$ cat config.mk
export PLATFORM = sky130hd
export DESIGN_NAME = instr_mem
export DESIGN_NICKNAME = d
export VERILOG_FILES = /design/src/rtl/instr_mem.sv
export SDC_FILE = /design/constraint.sdc
export NUM_CORES = 2
export LEC_CHECK = 0
export CAP_MARGIN = 5
export CORE_MARGIN = 5
export CORE_UTILIZATION = 24
export DETAILED_ROUTE_END_ITERATION = 7
export PLACE_DENSITY_LB_ADDON = 0.1
export SLEW_MARGIN = 20
export SYNTH_ARGS = -nofsm -noshare
export SYNTH_HDL_FRONTEND = slang
export SYNTH_SLANG_ARGS = --single-unit
$ cat constraint.sdc
create_clock -name clk -period 4.2 [get_ports clk]
set_clock_uncertainty 0.2 [all_clocks]
set_input_delay 0.42 -clock clk [delete_from_list [all_inputs] [get_ports clk]]
set_output_delay 0.42 -clock clk [all_outputs]
set_load 0.05 [all_outputs]
$ cat src/rtl/instr_mem.sv
// Instruction memory for the single-cycle MIPS32 core.
// Combinational read of a DEPTH x 32 array indexed by pc[ADDR_W+1:2], with a
// built-in default program that is reloaded asynchronously while rst_n is low.
// There is a synchronous write port for the bench or a program loader.
// Optional macro REG_OUT_EN registers instruction/addr_err/misaligned, which
// adds one cycle of latency. These registers clear to 0 on reset.
module instr_mem #(
    parameter int unsigned DEPTH  = 64,
    parameter int unsigned ADDR_W = 6
) (
    input  logic              clk,
    input  logic              rst_n,
    input  logic [31:0]       pc,
    output logic [31:0]       instruction,
    output logic              addr_err,
    output logic              misaligned,
    input  logic              we,
    input  logic [ADDR_W-1:0] waddr,
    input  logic [31:0]       wdata
);

    logic [31:0]       mem_q [DEPTH];
    logic [ADDR_W-1:0] word_idx;
    logic [31:0]       rd_instr_d;
    logic              rd_err_d;
    logic              rd_mis_d;

    // Built-in boot program; every word past w7 is a NOP.
    function automatic logic [31:0] default_word(input int unsigned idx);
        logic [31:0] w;
        case (idx)
            0:       w = 32'h2008_0005; // addi $t0,$0,5
            1:       w = 32'h2009_000A; // addi $t1,$0,10
            2:       w = 32'h0109_5020; // add  $t2,$t0,$t1
            3:       w = 32'hAC0A_0000; // sw   $t2,0($0)
            4:       w = 32'h8C0B_0000; // lw   $t3,0($0)
            5:       w = 32'h116A_0001; // beq  $t3,$t2,+1
            7:       w = 32'h0800_0000; // j    0
            default: w = '0;
        endcase
        return w;
    endfunction

    // Storage: asynchronous reload of the default image; writes apply only out of reset.
    always_ff @(posedge clk or negedge rst_n) begin
        if (!rst_n) begin
            for (int unsigned i = 0; i < DEPTH; i++) begin
                mem_q[ADDR_W'(i)] <= default_word(i);
            end
        end else if (we) begin
            mem_q[waddr] <= wdata;
        end
    end

    // Combinational fetch: word select, range check and alignment flag.
    always_comb begin
        word_idx   = pc[ADDR_W+1:2];
        rd_err_d   = |pc[31:ADDR_W+2];
        rd_mis_d   = |pc[1:0];
        rd_instr_d = rd_err_d ? '0 : mem_q[word_idx];
    end

`ifdef REG_OUT_EN
    logic [31:0] instr_q;
    logic        err_q;
    logic        mis_q;

    // Output registers: one cycle of fetch latency, cleared while in reset.
    always_ff @(posedge clk or negedge rst_n) begin
        if (!rst_n) begin
            instr_q <= '0;
            err_q   <= 1'b0;
            mis_q   <= 1'b0;
        end else begin
            instr_q <= rd_instr_d;
            err_q   <= rd_err_d;
            mis_q   <= rd_mis_d;
        end
    end

    assign instruction = instr_q;
    assign addr_err    = err_q;
    assign misaligned  = mis_q;
`else
    assign instruction = rd_instr_d;
    assign addr_err    = rd_err_d;
    assign misaligned  = rd_mis_d;
`endif

endmodule

==> reports/qor.csv <==
stage;metric;value;unit
status;status;finished, final reports clean;
critical_path;Max Fanout on Critical Path;21;
flow_run;number of max-cap violations;0;
clock_tree;Clock Pin Slew Worst Setup and Hold Paths;0.06;ns
worst_hold_path;hold endpoint;mem_q[1018];
sta;Setup TNS Final;0;ns
grt;GRT overflow;0;
layout;Biggest register;mem_q;
synth;Synth Flop Type;dfrtp_1;
critical_path;arrival time at the worst endpoint;3.44;ns
floorplanning;Starting Density;24.1;%
sta;crit path time final;4.06;ns
clock_tree;CTS max path bufs;4;
layout;Layout Cells excl Fill;11300;
floorplanning;height of the die;633;um
layout;max FFs per register;2048;
critical_path;Worst EP required;3.58;ns
placed_design;I/O Buffers;106;
placed_design;placed inst area;103000;um^2
critical_path;FF-to-FF setup slack;3.18;ns
layout;biggest regs;mem_q x2048;
power;total power;0.0527;W
layout;Design Area, Final;112000;um^2
worst_hold_path;HP Class;in2reg;
placed_design;Post-DP HPWL;211;mm
grt;first-pass GRT wire length;489;mm
grt;antenna violations before repair;33;
floorplanning;die footprint;401000;um^2
detailed_routing;vias after detailed routing;53100;
synth;FFs w/ async S/R, synth;100;%
synth;Post-Syn Area;93100;um^2
sta;Max Clock Freq;246;MHz
synth;Yosys warnings;0;
clock_tree;CTS buffer count;262;
sta;RSZ-0062 raised after global routing;no;
synth;cell count after synthesis;5791;
placed_design;RePlAce Congestion;0.713;
clock_tree;CTS tree;yes;
detailed_routing;Detailed Route WL;349;mm
floorplanning;Die W;633;um
layout;Final #Nets;6041;
floorplanning;core area;386000;um^2
synth;Mapped Avg Cell Area;16.1;um^2
detailed_routing;Routed Antenna Nets;0;
power;Pwr Density;472;nW/um^2
critical_path;R2R depth;1;
clock_tree;Sink Count;2048;
grt;vias in the first global route;58200;
placed_design;Cells after DPL;10900;
detailed_routing;drt drc;0;
clock_tree;clock root cell;clkbuf_16;
power;Leak;49.5;nW
clock_tree;htree depth;5;
detailed_routing;drt pass-1 iters;5;
floorplanning;row cnt;228;
critical_path;worst r2r src;mem_q[279];
detailed_routing;via density per instance;4.68;
critical_path;Crit Path Class;in2out;
sta;Worst Max-Slew Pin Slew;1.14;ns
clock_tree;Post-CTS Setup Repair Bufs;0;
sta;Max Slew Vio Count;0;
power;Peak supply drop;0.251;mV
floorplanning;I/O Pins;107;
layout;Area Overhead vs Synth;20.0;%
synth;top cell type by total area after synthesis;dfrtp_1;
worst_hold_path;hold_sp;wdata[26];
critical_path;startpoint types;input pin;
synth;sequential-to-total area share from yosys stat;55.1;%
layout;layout cell share with drive strength beyond 1;58.0;%
synth;top-area cell type share of the netlist area;54.1;%
clock_tree;worst skew pair latency;0.88;ns
detailed_routing;DR WL/cell;30.7;um
grt;largest net degree at the start of global routing;153;
synth;top cells by area, synth;dfrtp_1, mux2_2, mux4_2;
synth;Synthesized Nets;5864;
synth;synth cell count leaders;mux2_2, dfrtp_1, mux4_2;
synth;EDFF count, synth;0;
synth;#FFs+latches synth;2048;
sta;final hold vios;0;
critical_path;worst reg2reg path endpoint;mem_q[279];
sta;Setup Viol. Count Final;0;
detailed_routing;1st-iter DRT viols;3362;
grt;GRT Util Overall;17.3;%
synth;top-count cell post-synth;mux2_2;
sta;final cycle utilization of the critical path;96.6;%
worst_hold_path;WHS Path Cells;2;
synth;synth unique cells;53;
sta;relative slew slack;23.5;%
critical_path;Worst Setup End Kind;output port;
## cell type report
cell class,count,area [um^2]
inverter,4,25.0
tap,5175,6470
fill,38400,274000
clock inverter,46,488
sequential,2048,51300
clock buffer,413,7900
antenna,8,20.0
multi-input combinational,3152,39700
timing repair buffer,500,5840
## how the worst max path moves through the flow
stage,from,to,slack (ns),cells after the start
finish,pc[2],instruction[29],0.14,8
global route,pc[2],instruction[29],0.03,8
CTS,pc[9],instruction[21],0.007,11
detailed placement,pc[2],instruction[4],-0.25,8
global placement,pc[2],instruction[4],-0.25,8
floorplan,pc[4],instruction[1],0.22,7
## cells in the final DEF (no fill, tap or decap), types with 49 or more instances in the layout
cell type,netlist,routed
buf_12,2,156
nand2_1,103,87
mux2i_1,115,114
mux4_2,559,559
dfrtp_1,2013,2013
mux2_2,2059,2059
clkbuf_8,0,58
clkbuf_1,364,84
clkbuf_16,0,272
nor2_4,0,49
buf_4,32,255
## report_power, final
| group | switching (W) | total (W) | leakage (nW) | internal [W] |
|---|---|---|---|---|
| logic | 0.00290 | 0.00666 | 18.3 | 0.00376 |
| registers | 0.00125 | 0.0236 | 27.1 | 0.0224 |
| clock network | 0.00910 | 0.0224 | 4.12 | 0.0133 |
## metal layers
| layer | track usage [%] | wire length [um] | vias up |
|---|---|---|---|
| met5 | 0 | 13 | - |
| met4 | 5.50 | 11600 | 2 |
| met3 | 2.70 | 13800 | 451 |
| met2 | 27.8 | 164000 | 939 |
| met1 | 23.8 | 160000 | 29700 |
| li1 | - | - | 22000 |
## kinds of logic after synthesis
family | after synthesis | share of synthesized area (%)
AND/OR/NAND/NOR | 303 | 1.50
multiplexers | 2735 | 39.7
buffers and inverters | 591 | 2.84
flip-flops | 2048 | 55.1
AO/OA/AOI/OAI | 114 | 0.863
## stage by stage
stage / hold WS [ns] / utilization [%] / worst slack, ns
after detailed placement: 0.149 / 26.7 / -0.249
final: 0.107 / 28.9 / 0.143
after floorplan: -0.0756 / - / 0.222
after CTS: 0.0138 / 28.9 / 0.00673
after global routing: 0.0624 / 28.9 / 0.0290
after global placement: 0.152 / 26.7 / -0.250
## worst max-delay path, stage by stage
cell	delay, ns
buf_8	0.19
buf_12	0.29
buf_4	0.38
mux4_2	0.58
mux4_2	0.52
o22ai_1	0.41
nor3_1	0.30
buf_12	0.24
## timing repair
item                                   4_1_cts  5_1_grt
gates cloned                                 0        1
endpoints found under the hold margin     1471        0
pin swaps                                    0        1
hold buffers                                12        0
resized for setup                            6        4
setup endpoints to repair                    5        5
Note: power is estimated with default switching activity, not from simulation.
